==> config.mk <==
export PLATFORM = sky130hd
export DESIGN_NAME = hazard_stall_ctrl_flat
export DESIGN_NICKNAME = d
export VERILOG_FILES = /design/src/rtl/hazard_stall_ctrl_if.sv /design/src/rtl/hazard_stall_ctrl.sv /design/src/flat_wrapper.sv
export SDC_FILE = /design/constraint.sdc
export NUM_CORES = 1
export LEC_CHECK = 0
export ABC_CLOCK_PERIOD_IN_PS = 2600
export CAP_MARGIN = 20
export CELL_PAD_IN_SITES_DETAIL_PLACEMENT = 0
export CELL_PAD_IN_SITES_GLOBAL_PLACEMENT = 1
export CORE_MARGIN = 2
export CORE_UTILIZATION = 35
export DETAILED_ROUTE_END_ITERATION = 16
export PLACE_DENSITY = 0.87
export SLEW_MARGIN = 20
export SYNTH_ARGS = -nofsm -noshare
export SYNTH_HDL_FRONTEND = slang
export SYNTH_SLANG_ARGS = --single-unit
export TNS_END_PERCENT = 30
==> constraint.sdc <==
create_clock -name clk -period 2.6 [get_ports clk]
set_input_delay 0.39 -clock clk [delete_from_list [all_inputs] [get_ports clk]]
set_output_delay 0.39 -clock clk [all_outputs]
set_load 0.01 [all_outputs]
==> src/rtl/hazard_stall_ctrl_if.sv <==
// Bundle of the decode/EX hazard inputs and the sequencing outputs exchanged
// between the pipeline datapath (master) and the stall controller (slave).
interface hazard_stall_ctrl_if #(
    parameter int unsigned CNT_W = 16
);
    logic [4:0]       rs1addr;
    logic [4:0]       rs2addr;
    logic             use_rs1;
    logic             use_rs2;
    logic             EX_MemRead;
    logic [4:0]       EX_rdaddr;
    logic             EX_redirect;
    logic             imem_ready;
    logic             dmem_req;
    logic             dmem_ready;

    logic             pc_write;
    logic             ifid_write;
    logic             IFFlush;
    logic             IDFlush;
    logic             ex_hold;
    logic             redirect_sel;
    logic             mem_timeout;
    logic [CNT_W-1:0] stall_cycles;
    logic [CNT_W-1:0] flush_cycles;

    modport master (
        output rs1addr, rs2addr, use_rs1, use_rs2, EX_MemRead, EX_rdaddr,
               EX_redirect, imem_ready, dmem_req, dmem_ready,
        input  pc_write, ifid_write, IFFlush, IDFlush, ex_hold, redirect_sel,
               mem_timeout, stall_cycles, flush_cycles
    );

    modport slave (
        input  rs1addr, rs2addr, use_rs1, use_rs2, EX_MemRead, EX_rdaddr,
               EX_redirect, imem_ready, dmem_req, dmem_ready,
        output pc_write, ifid_write, IFFlush, IDFlush, ex_hold, redirect_sel,
               mem_timeout, stall_cycles, flush_cycles
    );
endinterface

==> src/rtl/hazard_stall_ctrl.sv <==
// Pipeline sequencing controller for the 5-stage RV32 core: arbitrates memory
// wait, EX redirect and load-use hazards, remembers redirects seen while the
// pipeline is frozen, watches for stuck memory waits and counts stall/flush
// cycles.
module hazard_stall_ctrl #(
    parameter int unsigned TIMEOUT = 256,
    parameter int unsigned CNT_W   = 16
) (
    input  logic              clk,
    input  logic              rst,
    hazard_stall_ctrl_if.slave bus
);

    typedef enum logic {
        RUN      = 1'b0,
        MEM_WAIT = 1'b1
    } state_t;

    localparam logic [15:0] WAIT_LAST = 16'(TIMEOUT - 1);

    state_t           state_q, state_d;
    logic             branch_pend_q, branch_pend_d;
    logic [15:0]      wait_cnt_q, wait_cnt_d;
    logic             mem_timeout_q, mem_timeout_d;
    logic [CNT_W-1:0] stall_cnt_q, stall_cnt_d;
    logic [CNT_W-1:0] flush_cnt_q, flush_cnt_d;

    logic mwait;
    logic lu;
    logic redir;
    logic rs1_hit;
    logic rs2_hit;

    logic pc_write;
    logic ifid_write;
    logic if_flush;
    logic id_flush;
    logic ex_hold;
    logic redirect_sel;

    // Hazard condition decode
    always_comb begin
        mwait   = (bus.dmem_req & ~bus.dmem_ready) | ~bus.imem_ready;
        rs1_hit = bus.use_rs1 & (bus.rs1addr == bus.EX_rdaddr);
        rs2_hit = bus.use_rs2 & (bus.rs2addr == bus.EX_rdaddr);
        lu      = bus.EX_MemRead & (bus.EX_rdaddr != '0) & (rs1_hit | rs2_hit);
        redir   = bus.EX_redirect | branch_pend_q;
    end

    // Next-state and sequencing outputs, priority: memory wait > redirect > load-use
    always_comb begin
        state_d       = state_q;
        branch_pend_d = branch_pend_q;
        pc_write      = 1'b1;
        ifid_write    = 1'b1;
        if_flush      = 1'b0;
        id_flush      = 1'b0;
        ex_hold       = 1'b0;
        redirect_sel  = 1'b0;

        if (rst) begin
            pc_write   = 1'b0;
            ifid_write = 1'b0;
            if_flush   = 1'b1;
            id_flush   = 1'b1;
        end else if (mwait) begin
            pc_write   = 1'b0;
            ifid_write = 1'b0;
            ex_hold    = 1'b1;
            state_d    = MEM_WAIT;
            // EX is frozen, so a redirect resolved now must survive the wait
            if (bus.EX_redirect) begin
                branch_pend_d = 1'b1;
            end
        end else if (redir) begin
            if_flush      = 1'b1;
            id_flush      = 1'b1;
            redirect_sel  = 1'b1;
            branch_pend_d = 1'b0;
            state_d       = RUN;
        end else if (lu) begin
            pc_write   = 1'b0;
            ifid_write = 1'b0;
            id_flush   = 1'b1;
            state_d    = RUN;
        end else begin
            state_d = RUN;
        end
    end

    // Memory-wait watchdog: counts frozen cycles, latches a sticky timeout
    always_comb begin
        wait_cnt_d    = wait_cnt_q;
        mem_timeout_d = mem_timeout_q;
        if (!mwait) begin
            wait_cnt_d = '0;
        end else if (state_q == MEM_WAIT) begin
            if (wait_cnt_q == WAIT_LAST) begin
                mem_timeout_d = 1'b1;
            end else begin
                wait_cnt_d = wait_cnt_q + 16'd1;
            end
        end
    end

    // Saturating stall/flush performance counters
    always_comb begin
        stall_cnt_d = stall_cnt_q;
        flush_cnt_d = flush_cnt_q;
        if (!rst && !pc_write && (stall_cnt_q != '1)) begin
            stall_cnt_d = stall_cnt_q + 1'b1;
        end
        if (!rst && if_flush && (flush_cnt_q != '1)) begin
            flush_cnt_d = flush_cnt_q + 1'b1;
        end
    end

    // State and bookkeeping registers
    always_ff @(posedge clk) begin
        if (rst) begin
            state_q       <= RUN;
            branch_pend_q <= 1'b0;
            wait_cnt_q    <= '0;
            mem_timeout_q <= 1'b0;
            stall_cnt_q   <= '0;
            flush_cnt_q   <= '0;
        end else begin
            state_q       <= state_d;
            branch_pend_q <= branch_pend_d;
            wait_cnt_q    <= wait_cnt_d;
            mem_timeout_q <= mem_timeout_d;
            stall_cnt_q   <= stall_cnt_d;
            flush_cnt_q   <= flush_cnt_d;
        end
    end

    assign bus.pc_write     = pc_write;
    assign bus.ifid_write   = ifid_write;
    assign bus.IFFlush      = if_flush;
    assign bus.IDFlush      = id_flush;
    assign bus.ex_hold      = ex_hold;
    assign bus.redirect_sel = redirect_sel;
    assign bus.mem_timeout  = mem_timeout_q;
    assign bus.stall_cycles = stall_cnt_q;
    assign bus.flush_cycles = flush_cnt_q;

endmodule

==> src/flat_wrapper.sv <==
// flat-port wrapper written by rule: the top's interface ports become plain ports
module hazard_stall_ctrl_flat 
#(
    parameter int unsigned TIMEOUT = 256,
    parameter int unsigned CNT_W   = 16
)
  (clk, rst, bus_rs1addr, bus_rs2addr, bus_use_rs1, bus_use_rs2, bus_EX_MemRead, bus_EX_rdaddr, bus_EX_redirect, bus_imem_ready, bus_dmem_req, bus_dmem_ready, bus_pc_write, bus_ifid_write, bus_IFFlush, bus_IDFlush, bus_ex_hold, bus_redirect_sel, bus_mem_timeout, bus_stall_cycles, bus_flush_cycles);
  hazard_stall_ctrl_if #(.CNT_W(CNT_W)) bus_i ();
  input  logic clk;
  input  logic rst;
  input wire logic [$bits(bus_i.rs1addr)-1:0] bus_rs1addr;
  input wire logic [$bits(bus_i.rs2addr)-1:0] bus_rs2addr;
  input wire logic [$bits(bus_i.use_rs1)-1:0] bus_use_rs1;
  input wire logic [$bits(bus_i.use_rs2)-1:0] bus_use_rs2;
  input wire logic [$bits(bus_i.EX_MemRead)-1:0] bus_EX_MemRead;
  input wire logic [$bits(bus_i.EX_rdaddr)-1:0] bus_EX_rdaddr;
  input wire logic [$bits(bus_i.EX_redirect)-1:0] bus_EX_redirect;
  input wire logic [$bits(bus_i.imem_ready)-1:0] bus_imem_ready;
  input wire logic [$bits(bus_i.dmem_req)-1:0] bus_dmem_req;
  input wire logic [$bits(bus_i.dmem_ready)-1:0] bus_dmem_ready;
  output wire logic [$bits(bus_i.pc_write)-1:0] bus_pc_write;
  output wire logic [$bits(bus_i.ifid_write)-1:0] bus_ifid_write;
  output wire logic [$bits(bus_i.IFFlush)-1:0] bus_IFFlush;
  output wire logic [$bits(bus_i.IDFlush)-1:0] bus_IDFlush;
  output wire logic [$bits(bus_i.ex_hold)-1:0] bus_ex_hold;
  output wire logic [$bits(bus_i.redirect_sel)-1:0] bus_redirect_sel;
  output wire logic [$bits(bus_i.mem_timeout)-1:0] bus_mem_timeout;
  output wire logic [$bits(bus_i.stall_cycles)-1:0] bus_stall_cycles;
  output wire logic [$bits(bus_i.flush_cycles)-1:0] bus_flush_cycles;
  assign bus_i.rs1addr = bus_rs1addr;
  assign bus_i.rs2addr = bus_rs2addr;
  assign bus_i.use_rs1 = bus_use_rs1;
  assign bus_i.use_rs2 = bus_use_rs2;
  assign bus_i.EX_MemRead = bus_EX_MemRead;
  assign bus_i.EX_rdaddr = bus_EX_rdaddr;
  assign bus_i.EX_redirect = bus_EX_redirect;
  assign bus_i.imem_ready = bus_imem_ready;
  assign bus_i.dmem_req = bus_dmem_req;
  assign bus_i.dmem_ready = bus_dmem_ready;
  assign bus_pc_write = bus_i.pc_write;
  assign bus_ifid_write = bus_i.ifid_write;
  assign bus_IFFlush = bus_i.IFFlush;
  assign bus_IDFlush = bus_i.IDFlush;
  assign bus_ex_hold = bus_i.ex_hold;
  assign bus_redirect_sel = bus_i.redirect_sel;
  assign bus_mem_timeout = bus_i.mem_timeout;
  assign bus_stall_cycles = bus_i.stall_cycles;
  assign bus_flush_cycles = bus_i.flush_cycles;
  hazard_stall_ctrl #(.TIMEOUT(TIMEOUT), .CNT_W(CNT_W)) u_core (.clk(clk), .rst(rst), .bus(bus_i));
endmodule
# Yosys cells after proc, flatten, opt, wreduce, memory -nomap -nowiden
# Index checks and enable logic that the tools add are counted.
dict set report word_totals {
  in_bits 24
  out_inout_bits 39
  reg_bits 51
  word_cells 56
}
dict set report classes {
  reduce_logical 12
  eq_ne 6
  muxes 17
  addsub 3
  n_bitwise 12
}
# operator n
set ops {}
lappend ops {{$add 16x1->16 const B} 3}
lappend ops {{$ne 16x16->1 const B} 2}
lappend ops {{$mux 1} 17}
lappend ops {{$eq 16x8->1 const B} 1}
lappend ops {{$eq 5x5->1} 2}
lappend ops {{$and 1x1->1} 5}
lappend ops {{$reduce_bool 5->1} 1}
lappend ops {{$logic_and 1x1->1} 4}
lappend ops {{$not 1->1} 4}
lappend ops {{$reduce_and 2->1} 2}
lappend ops {{$or 1x1->1} 3}
lappend ops {{$reduce_and 3->1} 1}
lappend ops {{$logic_not 1->1} 2}
lappend ops {{$ne 2x2->1 const B} 1}
lappend ops {{$reduce_bool 2->1} 1}
lappend ops {{$reduce_or 2->1} 1}

# Depth between registers and ports, before layout
# Gate-level depths: netlist (run 1).
dict set report logic_depth {
  depth_word 11
  ltp_mapped 8
  ltp_nobuf 7
}

# Least setup slack after synthesis (run 1)
# OpenSTA, ideal clock, no wires.
dict set report synth_path {
  path_type {input port to output port}
  from {input port bus_EX_rdaddr[1]}
  to {output port bus_pc_write}
  slack_ns 0.454
  path_stages 5
  t_required_ns 2.210
  n_path_buf 1
  t_arrival_ns 1.756
  cell_sequence {or4_4 -> o21a_1 -> a31oi_1 -> and2_1 -> buf_4}
}
dict set report synth_between {
  elab_chain_len 8
  word_cells_on_any_way 12
  cone_classes {eq/ne (2); mux (4); bitwise (5); reduce/logical (1)}
}
# element line_no
set synth_rtl {}
lappend synth_rtl {{start, declared} flat_wrapper.sv:16} ;# input wire logic [$bits(bus_i.EX_rdaddr)-1:0] bus_EX_rdaddr;
lappend synth_rtl {{$eq 5x5->1 (on tied branches)} {hazard_stall_ctrl.sv:44, hazard_stall_ctrl.sv:45}}
lappend synth_rtl {{$and 1x1->1 (on tied branches)} {hazard_stall_ctrl.sv:44, hazard_stall_ctrl.sv:45}}
lappend synth_rtl {{$or 1x1->1} hazard_stall_ctrl.sv:46} ;# lu = bus.EX_MemRead & (bus.EX_rdaddr != '0) & (rs1_hit | rs2_hit);
lappend synth_rtl {{$and 1x1->1 *} hazard_stall_ctrl.sv:46}
lappend synth_rtl {{$mux 1 * (4 in series)} -}
lappend synth_rtl {{end, declared} flat_wrapper.sv:21} ;# output wire logic [$bits(bus_i.pc_write)-1:0] bus_pc_write;
# Mark *: on every way between the ends. The rest lies on a longest branch, timed or not.

# Final worst setup path (run 1)
dict set report layout_path {
  from {input port bus_EX_rdaddr[3]}
  to {output port bus_IDFlush}
}
dict set report layout_between {
  elab_chain_len 8
  word_cells_on_any_way 12
  cone_classes {eq/ne (2); mux (4); bitwise (5); reduce/logical (1)}
}
# element line_no
set layout_rtl {}
lappend layout_rtl {{$eq 5x5->1 (on tied branches)} {hazard_stall_ctrl.sv:44, hazard_stall_ctrl.sv:45}}
lappend layout_rtl {{$and 1x1->1 (on tied branches)} {hazard_stall_ctrl.sv:44, hazard_stall_ctrl.sv:45}}
lappend layout_rtl {{$or 1x1->1} hazard_stall_ctrl.sv:46}
lappend layout_rtl {{$and 1x1->1 *} hazard_stall_ctrl.sv:46}
lappend layout_rtl {{$mux 1 *} hazard_stall_ctrl.sv:81} ;# end else if (lu) begin
lappend layout_rtl {{$mux 1 *} hazard_stall_ctrl.sv:75} ;# end else if (redir) begin
lappend layout_rtl {{$mux 1 *} hazard_stall_ctrl.sv:66} ;# end else if (mwait) begin
lappend layout_rtl {{$mux 1 *} hazard_stall_ctrl.sv:61} ;# if (rst) begin
lappend layout_rtl {{end, declared} flat_wrapper.sv:24} ;# output wire logic [$bits(bus_i.IDFlush)-1:0] bus_IDFlush;
# Marked as above.

==> run metrics, run 1 <==
status finished clean; detailed-route wire length a little under 6 mm; most common cell in the synthesized netlist sky130_fd_sc_hd__dfxtp_1; Worst Hold Endpoint u_core.wait_cnt_q[6]; slowest cell on the critical path sky130_fd_sc_hd__or4_4; H-tree lvl count 2; most common flop cell mapped by yosys sky130_fd_sc_hd__dfxtp_1; count of cells along the worst hold path 1; DR DRC count 0; Synth async-reset ratio 0%; setup repair bufs after CTS 0; setup clock skew after layout 17.1 ps; Worst Tran Pin Value 544 ps; maximum buffer depth of the clock tree 2; root buffer cell sky130_fd_sc_hd__clkbuf_8; Die X-Extent 89.5 µm; share of the yosys chip area belonging to registers 39.9%; count of warnings emitted by yosys 0; RR Startpoint u_core.bus.stall_cycles[0]; All-Layer GR Usage between 15 and 20%; capturing point of the worst reg2reg path u_core.bus.stall_cycles[15]; Worst Path Max Fanout 2; count of distinct cell types in the synthesized netlist 50; nets@finish approximately 400; average size of a mapped cell between 8 and 9 µm²; Min-Delay Path Class flip-flop to flip-flop; part of the cycle the worst path needs 98.2%; vias in the first global route about 2,200; number of failing hold endpoints at the final stage 0; layout overhead on the synthesized area 35.6%; number of flops mapped to enable cells by yosys 0; Slew Limit Headroom between 60 and 70%; leak pwr 1.23 nW; unrepaired setup endpoints after global routing no; total vias in the final route ~2,400; worst slack at placement -347 ps; total core area approximately 7000 µm²; detailed-route vias per instance 5.01; launch point of the worst hold path u_core.wait_cnt_q[6]; Port Buf Inserts 62; detailed-router iteration count before antenna repair 4; pins over their slew limit 0; Sink Count between 50 and 60; PwrDens 407 nW/µm²; pin count of the biggest net entering global routing 35; Critical Path, Cell by Cell clkdlybuf4s50_1, or4_4, o21a_1, buf_4, a31o_2, dlygate4sd2_1; critical path class input port to output pin; Clk Latency, worst-skew pair 310 ps; post-synthesis instance total 297; top cells by count, synth 51 x sky130_fd_sc_hd__dfxtp_1, 43 x sky130_fd_sc_hd__nor2_1, 23 x sky130_fd_sc_hd__xor2_1; flop-to-flop setup slack 490 ps; minimum clock period between 2000 and 3000 ps; post-detailed-route wirelength per cell ~12 µm; final worst setup slack 47.4 ps; Worst setup SP type input port; Total Die Area 8010 µm²; hpwl dp roughly 4.5 mm; chip height between 80 and 90 µm; largest cells by area after synthesis sky130_fd_sc_hd__dfxtp_1 40%, sky130_fd_sc_hd__xor2_1 7.9%, sky130_fd_sc_hd__nor2_1 6.3%; depth of the most critical reg-to-reg path 8; max-capacitance violation count 0; net count after synthesis 324; post-synthesis register bit count 51; Starting Density 35.7%; Max rail drop VDD 0.253 mV; Post-Route Utilization 48.4%; CTS tree done; Setup crit end kind output pin; total grt overflow 0; number of rows in the core area 31; required time at the worst-slack endpoint 2210 ps; final setup vio count 0; proportion of netlist area held by the largest area contributor approximately two fifths; number of routed nets with antenna violations 0; number of DRC markers in iteration 0 113; antenna diode count 0; number of placed I/O pins 63; number of antenna violations at the first check in global routing 0; share of cells above drive strength 1 10.1%; cell type with the highest aggregate area in the netlist sky130_fd_sc_hd__dfxtp_1; wire length of the first global-routing pass 9.80 mm; maximum frequency from static timing analysis just under 400 MHz; global placement routability congestion between 0.7 and 0.8; netlist area before placement 2560 µm²; worst endpoint data arrival time 2160 ps; clock slew seen by the registers of the worst setup and hold paths 90 ps; CTS buffer count 5; crit-path max cell delay between 400 and 500 ps
power by group:
part           leakage, nW  internal [mW]  total, mW  switching, mW
clock               0.0412          0.189      0.453          0.264
combinational        0.773         0.0881      0.163         0.0747
sequential           0.412          0.788      0.797        0.00866
cells in the final DEF, fill, tap and decap left out, types with 2 or more instances in the layout:
cell,Yosys,routed
sky130_fd_sc_hd__ha_1,3,3
sky130_fd_sc_hd__nor4_1,2,2
sky130_fd_sc_hd__xnor2_1,13,13
sky130_fd_sc_hd__buf_4,2,16
sky130_fd_sc_hd__and2_1,4,4
sky130_fd_sc_hd__o21ai_0,9,9
sky130_fd_sc_hd__a21oi_1,13,13
sky130_fd_sc_hd__xor2_1,23,23
sky130_fd_sc_hd__dfxtp_1,51,51
sky130_fd_sc_hd__nor4b_1,2,2
sky130_fd_sc_hd__a31oi_1,4,3
sky130_fd_sc_hd__o41ai_1,3,3
sky130_fd_sc_hd__or3_1,9,9
sky130_fd_sc_hd__nand3_1,20,20
sky130_fd_sc_hd__or4_1,2,2
sky130_fd_sc_hd__and3_1,7,7
sky130_fd_sc_hd__clkinv_2,1,2
sky130_fd_sc_hd__inv_1,6,6
sky130_fd_sc_hd__nand4_1,14,14
sky130_fd_sc_hd__nor3_1,4,4
sky130_fd_sc_hd__nand3b_1,2,2
sky130_fd_sc_hd__o31ai_1,2,2
sky130_fd_sc_hd__and4_1,3,3
sky130_fd_sc_hd__clkdlybuf4s50_1,0,57
sky130_fd_sc_hd__mux2_2,3,3
sky130_fd_sc_hd__mux2i_1,3,3
sky130_fd_sc_hd__nor2_1,43,43
sky130_fd_sc_hd__dlygate4sd2_1,0,3
sky130_fd_sc_hd__o311ai_0,2,2
sky130_fd_sc_hd__clkbuf_8,0,5
sky130_fd_sc_hd__clkdlybuf4s15_1,0,2
sky130_fd_sc_hd__nand2_1,21,21
sky130_fd_sc_hd__nor2b_1,3,3
worst max-delay path, delay by kind of cell:
family,cells,cell delay (ps)
simple gates,1,490
buf+inv,3,850
compound gates,2,430
state kept, by name (all words and copies together) (netlist names):
register and count:
u_core.bus.flush_cycles 16, u_core.bus.mem_timeout 1, u_core.bus.stall_cycles 16, u_core.state_q 1
u_core.branch_pend_q 1, u_core.wait_cnt_q 16
cells by family (layout without fill, tap and decap cells):
group	Yosys count	count (layout)	synth area share (%)
and+or+nand+nor	141	141	28.0
DFF	51	51	39.9
AOI/OAI and AO/OA	45	45	12.5
xor gates and xnor gates	36	36	12.3
buffers and inverters	14	93	2.69
muxes	7	7	3.08
adders and majority gates	3	3	1.47
worst max-delay path by stage:
stage                      from              to  slack [ps]
2_1_floorplan  bus_EX_rdaddr[1]    bus_pc_write         450
3_3_place_gp   bus_EX_rdaddr[1]    bus_pc_write        -300
5_1_grt        bus_EX_rdaddr[3]     bus_IDFlush           4
4_1_cts        bus_EX_rdaddr[3]    bus_pc_write          40
3_5_place_dp   bus_EX_rdaddr[1]  bus_ifid_write        -350
6_report       bus_EX_rdaddr[3]     bus_IDFlush          50
metal layers:
layer	track usage [%]	wire (µm)	vias to the layer above
met2	24.8	2780	39
met5	0	0	-
met4	4.61	68	0
met1	20.9	2810	1112
met3	2.77	178	9
li1	-	-	1219
area by class of cell:
cell class	instances	area, µm²
Clock inverter	2	12.5
Tap cell	99	124
Multi-Input combinational cell	232	1480
Inverter	7	27.5
Fill cell	686	3710
Sequential cell	51	1020
Clock buffer	6	72.6
Timing Repair Buffer	78	737
repair_timing:
item                       in CTS  in global routing
hold buffers                    0                  0
pin swaps                       0                  1
resized for setup               6                  2
setup endpoints to repair       3                  2
gates cloned                    0                  0
metrics by stage:
stage	hold WS [ps]	instances	area, µm²	setup TNS, ps	power [mW]
6_report	507	475	3470	0	1.41
5_1_grt	545	475	3470	0	1.47
4_1_cts	508	475	3460	0	1.43
3_5_place_dp	484	467	3380	-1020	0.982
3_3_place_gp	470	467	3380	-886	0.979
2_1_floorplan	455	297	2560	0	0.893
Note: power is estimated with default switching activity, not from simulation.
==> run 2, diff against run 1 <==
CORE_UTILIZATION = 36   (was 35)
PLACE_DENSITY = 0.89   (was 0.87)
REMOVE_ABC_BUFFERS = 1   (was not set)
==> run metrics, run 2 (synthesis results as in run 1) <==
status finished clean; DR WL met3 218 µm (+22%); depth of the most critical reg-to-reg path 8 (unchanged); chip height 88.3 µm (-1.3%); minimum clock period 2540 ps (-8.37 ps); nets@finish 403 (+0.25%); clock slew seen by the registers of the worst setup and hold paths 90 ps (about the same); post-detailed-route wirelength per cell 12.5 µm (+1.9%); pin count of the biggest net entering global routing 35 (unchanged); critical path class input port to output pin; total core area 6830 µm² (-4.8%); maximum frequency from static timing analysis 393 MHz (+0.33%); pins over their slew limit 0 (unchanged); antenna diode count 0 (unchanged); commonest cells after routing, fill and taps aside 59 x sky130_fd_sc_hd__clkdlybuf4s50_1, 51 x sky130_fd_sc_hd__dfxtp_1, 43 x sky130_fd_sc_hd__nor2_1, 23 x sky130_fd_sc_hd__xor2_1, 21 x sky130_fd_sc_hd__nand2_1; Port Buf Inserts 62 (unchanged); total length of routed met2 wires 2.88 mm (+3.5%); Die X-Extent 88.3 µm (-1.3%); Total Die Area 7800 µm² (-2.7%); final setup vio count 0 (unchanged); root buffer cell sky130_fd_sc_hd__clkbuf_8; number of placed I/O pins 63 (unchanged); maximum buffer depth of the clock tree 2 (unchanged); CTS buffer count 5 (unchanged); Sink Count 51 (unchanged); share of cells above drive strength 1 11.4% (+1.3 points); final-layout setup total negative slack 0 ps (unchanged); part of the cycle the worst path needs 97.9% (-0.32 points); number of antenna violations at the first check in global routing 0 (unchanged); detailed-router iteration count before antenna repair 4 (unchanged); number of DRC markers in iteration 0 136 (+20%); Max Used Layer met4; Starting Density 37.5% (+1.8 points); DR DRC count 0 (unchanged); number of failing hold endpoints at the final stage 0 (unchanged); setup clock skew after layout 8.12 ps (-8.95 ps); wire length of the first global-routing pass 10.0 mm (+2.2%); filler instances 675 (-1.6%); Max rail drop VDD 0.198 mV (-22%); routed length on met1 2.71 mm (-3.5%); detailed-route vias per instance 5.00 (-0.17%); Worst setup SP type input port; H-tree lvl count 2 (unchanged); leak pwr 1.24 nW (+0.84%); hold bufs inserted after CTS 0 (unchanged); Clk Latency, worst-skew pair 310 ps (about the same); Worst Path Max Fanout 2 (unchanged); vias in the first global route 2,219 (+2.5%); All-Layer GR Usage 16.1% (+0.75 points); Setup crit end kind output pin; required time at the worst-slack endpoint 2210 ps (about the same); unrepaired setup endpoints after global routing yes; total vias in the final route 2,365 (-0.59%); Worst Tran Pin Value 533 ps (-10.9 ps); CTS tree done; hpwl dp 4.58 mm (+1.4%); layout overhead on the synthesized area 35.7% (about the same); PwrDens 415 nW/µm² (+1.8%); number of routed nets with antenna violations 0 (unchanged); final std cells w/o fill 473 (-0.42%); number of rows in the core area 30 (-3.2%); count of cells along the worst hold path 1 (unchanged); global placement routability congestion 0.797 (+1.5%); max-capacitance violation count 0 (unchanged); worst endpoint data arrival time 2150 ps (about the same); Min-Delay Path Class flip-flop to flip-flop; detailed-route wire length 5.92 mm (+1.5%); leading cell type in the layout, fill and taps excluded sky130_fd_sc_hd__clkdlybuf4s50_1; Register Area 1020 µm² (unchanged); total grt overflow 0 (unchanged); hold slack final 510 ps (+3.52 ps); area taken by multi-input logic gates 1470 µm² (-0.25%); Placed Instances 463 (-0.86%); Slew Limit Headroom 64.5% (+1.1 points)
[run 2: routing by layer]
layer	GRT usage (%)	up-vias
met5	0	-
met4	5.10	0
met3	3.82	10
met2	27.0	31
met1	20.5	1101
li1	-	1223
[run 2: what timing repair did]
item,4_1_cts,5_1_grt
endpoints found under the setup margin,3,2
pin swaps,1,3
buffers inserted,1,1
gates resized for setup,9,3
[run 2: path summary, 6_finish.rpt]
path / startpoint / end / slack [ps]
hold reg to reg: u_core.wait_cnt_q[6] / u_core.wait_cnt_q[6] / 510
setup / recovery: bus_EX_rdaddr[4] / bus_pc_write / 60
setup reg to reg: u_core.bus.stall_cycles[0] / u_core.bus.stall_cycles[15] / 460
hold / removal: u_core.wait_cnt_q[6] / u_core.wait_cnt_q[6] / 510
[run 2: report_power, final]
part / total, mW / switching (mW) / internal, mW
clock network: 0.477 / 0.260 / 0.217
logic: 0.165 / 0.0752 / 0.0903
registers: 0.797 / 0.00876 / 0.788
total: 1.44 / 0.344 / 1.10
[run 2: layout make-up]
type	count	share of cell area, %
multi-input cells	232	42.4
flip-flops and latches	51	29.4
repair buffers	79	21.1
well taps	96	3.46
clock buffers	6	2.38
inverters	7	0.793
clock inverters	2	0.468
[run 2: worst max-delay path: stages]
cell and delay, ps:
sky130_fd_sc_hd__clkdlybuf4s50_1 430, sky130_fd_sc_hd__or4_4 550, sky130_fd_sc_hd__o21a_1 220, sky130_fd_sc_hd__a31oi_1 170, sky130_fd_sc_hd__buf_4 140, sky130_fd_sc_hd__and2_4 130
sky130_fd_sc_hd__buf_2 120
[run 2: per-stage QoR]
step                setup slack, ps  util (%)  total power [mW]  instance area [µm²]
floorplan                       545         -             0.881                 2520
global placement               -339      49.3             0.977                 3370
detailed placement             -367      49.3             0.981                 3370
CTS                            1.82      50.8              1.46                 3470
global route                  -8.20      50.8              1.51                 3470
finish                         55.8      50.8              1.44                 3470
==> run 3, diff against run 2 <==
MAX_ROUTING_LAYER = met4   (was not set)
==> run metrics, run 3 (synthesis results as in run 1) <==
Net Switching 0.343 mW (-0.24%); category of cells accounting for the largest share of critical-path delay buffers and inverters; clock network fraction of total power 33.1% (about the same); Total Die Area 7800 µm² (unchanged); hpwl dp 4.58 mm (unchanged); chip height 88.3 µm (unchanged); number of routed nets with antenna violations 0 (unchanged); total core area 6830 µm² (unchanged); Setup crit end kind output pin; Worst Setup EP bus_pc_write; depth of the most critical reg-to-reg path 8 (unchanged); Min-Delay Path Class flip-flop to flip-flop; Worst Tran Pin Value 533 ps (+0.0772 ps); internal portion of total power 1.10 mW (about the same); leak pwr 1.24 nW (unchanged); number of failing hold endpoints at the final stage 0 (unchanged); Critical Path, Cell by Cell clkdlybuf4s50_1, or4_4, o21a_1, a31oi_1, buf_4, and2_4, buf_2; leading cell type in the layout, fill and taps excluded sky130_fd_sc_hd__clkdlybuf4s50_1; slowest cell on the critical path sky130_fd_sc_hd__or4_4; final std cells w/o fill 473 (unchanged); detailed-route vias per instance 5.01 (+0.21%); Die X-Extent 88.3 µm (unchanged); pin count of the biggest net entering global routing 35 (unchanged); wire length of the first global-routing pass 10.0 mm (about the same); flop-to-flop setup slack 460 ps (about the same); share of cells above drive strength 1 11.4% (unchanged); part of the cycle the worst path needs 97.9% (about the same); cell area reported after detailed placement 3370 µm² (unchanged); total vias in the final route 2,370 (+0.21%); final-layout setup total negative slack 0 ps (unchanged); number of DRC markers in iteration 0 145 (+6.6%); crit path launch bus_EX_rdaddr[4]; commonest cells after routing, fill and taps aside 59 x sky130_fd_sc_hd__clkdlybuf4s50_1, 51 x sky130_fd_sc_hd__dfxtp_1, 43 x sky130_fd_sc_hd__nor2_1, 23 x sky130_fd_sc_hd__xor2_1, 21 x sky130_fd_sc_hd__nand2_1; number of rows in the core area 30 (unchanged); Logic pwr share 11.5% (about the same); root buffer cell sky130_fd_sc_hd__clkbuf_8; Tot Pwr 1.44 mW (about the same); Worst Path Max Fanout 2 (unchanged); Worst setup SP type input port; PwrDens 414 nW/µm² (about the same); capturing point of the worst reg2reg path u_core.bus.stall_cycles[15]; crit-path max cell delay 550 ps (about the same); antenna diode count 0 (unchanged); maximum buffer depth of the clock tree 2 (unchanged); post-detailed-route wirelength per cell 12.5 µm (about the same); Placed Instances 463 (unchanged); detailed-route wire length 5.92 mm (about the same); hold slack final 510 ps (-0.332 ps); worst slack at placement -367 ps (unchanged); setup clock skew after layout 8.12 ps (+0.000110 ps); CTS tree done; maximum frequency from static timing analysis 393 MHz (about the same); vias in the first global route 2,223 (+0.18%); minimum clock period 2540 ps (-0.0193 ps); nets@finish 403 (unchanged); Slew Limit Headroom 64.5% (about the same); Sink Count 51 (unchanged); final setup vio count 0 (unchanged); number of gates on the worst path with buffers counted 7 (unchanged); All-Layer GR Usage 16.6% (+0.50 points); CTS buffer count 5 (unchanged); hold bufs inserted after CTS 0 (unchanged); worst endpoint data arrival time 2150 ps (about the same); total grt overflow 0 (unchanged); pins over their slew limit 0 (unchanged); status finished clean; unrepaired setup endpoints after global routing yes; buffers plus inverters on the worst setup path 3 (unchanged); global placement routability congestion 0.809 (+1.4%); critical path class input port to output pin; number of placed I/O pins 63 (unchanged); final worst setup slack 55.8 ps (+0.0193 ps); Starting Density 37.5% (unchanged); layout overhead on the synthesized area 35.7% (unchanged); part of the power in registers 55.4% (about the same); switching share of power 23.8% (-0.044 points); post-route cell area 3470 µm² (unchanged); DR DRC count 0 (unchanged); detailed-router iteration count before antenna repair 4 (unchanged); Port Buf Inserts 62 (unchanged); Post-Route Utilization 50.8% (unchanged); number of antenna violations at the first check in global routing 0 (unchanged); H-tree lvl count 2 (unchanged); Max rail drop VDD 0.198 mV (about the same); max-capacitance violation count 0 (unchanged); RR Startpoint u_core.bus.stall_cycles[0]; required time at the worst-slack endpoint 2210 ps (about the same); Clk Latency, worst-skew pair 310 ps (about the same); clock slew seen by the registers of the worst setup and hold paths 80 ps (about the same)
-- run 3: worst reg2reg max path: stages, from the launching register on --
cell                       delay [ps]
sky130_fd_sc_hd__dfxtp_1          370
sky130_fd_sc_hd__ha_1             260
sky130_fd_sc_hd__and3_1           200
sky130_fd_sc_hd__nand4_1          110
sky130_fd_sc_hd__nand2_1          140
sky130_fd_sc_hd__nor4b_1          290
sky130_fd_sc_hd__buf_4            170
sky130_fd_sc_hd__o2111a_1         220
sky130_fd_sc_hd__mux2_4           300
-- run 3: layout make-up --
type	instances	area (µm²)
clock buffer	6	82.6
clock inverter	2	16.3
fill	675	3360
inverter	7	27.5
multi-input combinational	232	1470
sequential	51	1020
tap	96	120
timing repair buffer	79	733
-- run 3: what timing repair did --
item                                    CTS  global route
setup buffers                             1             1
pin swaps                                 1             3
resized for setup                         9             3
endpoints found under the hold margin     0             0
endpoints found under the setup margin    3             2
-- run 3: how the worst min path moves through the flow --
stage                                start                           to  cells after the start
3_3_place_gp          u_core.branch_pend_q         u_core.branch_pend_q                      2
3_5_place_dp        u_core.bus.mem_timeout       u_core.bus.mem_timeout                      2
4_1_cts               u_core.branch_pend_q         u_core.branch_pend_q                      2
6_report              u_core.wait_cnt_q[6]         u_core.wait_cnt_q[6]                      1
5_1_grt        u_core.bus.flush_cycles[14]  u_core.bus.flush_cycles[14]                      2
2_1_floorplan         u_core.branch_pend_q         u_core.branch_pend_q                      2
-- run 3: routing by layer --
metal	routed length [µm]	track usage [%]	part of all wire [%]
met5	0	-	0
met4	114	5.10	1.9
met3	206	3.64	3.5
met2	2880	27.0	49
met1	2720	20.6	46
-- run 3: power groups by stage --
stage / Combinational, mW / Sequential (mW) / Clock [mW]
2_1_floorplan: 0.0660 / 0.815 / 0
3_3_place_gp: 0.162 / 0.815 / 0
3_5_place_dp: 0.166 / 0.815 / 0
4_1_cts: 0.166 / 0.797 / 0.499
5_1_grt: 0.181 / 0.799 / 0.526
6_report: 0.165 / 0.797 / 0.476
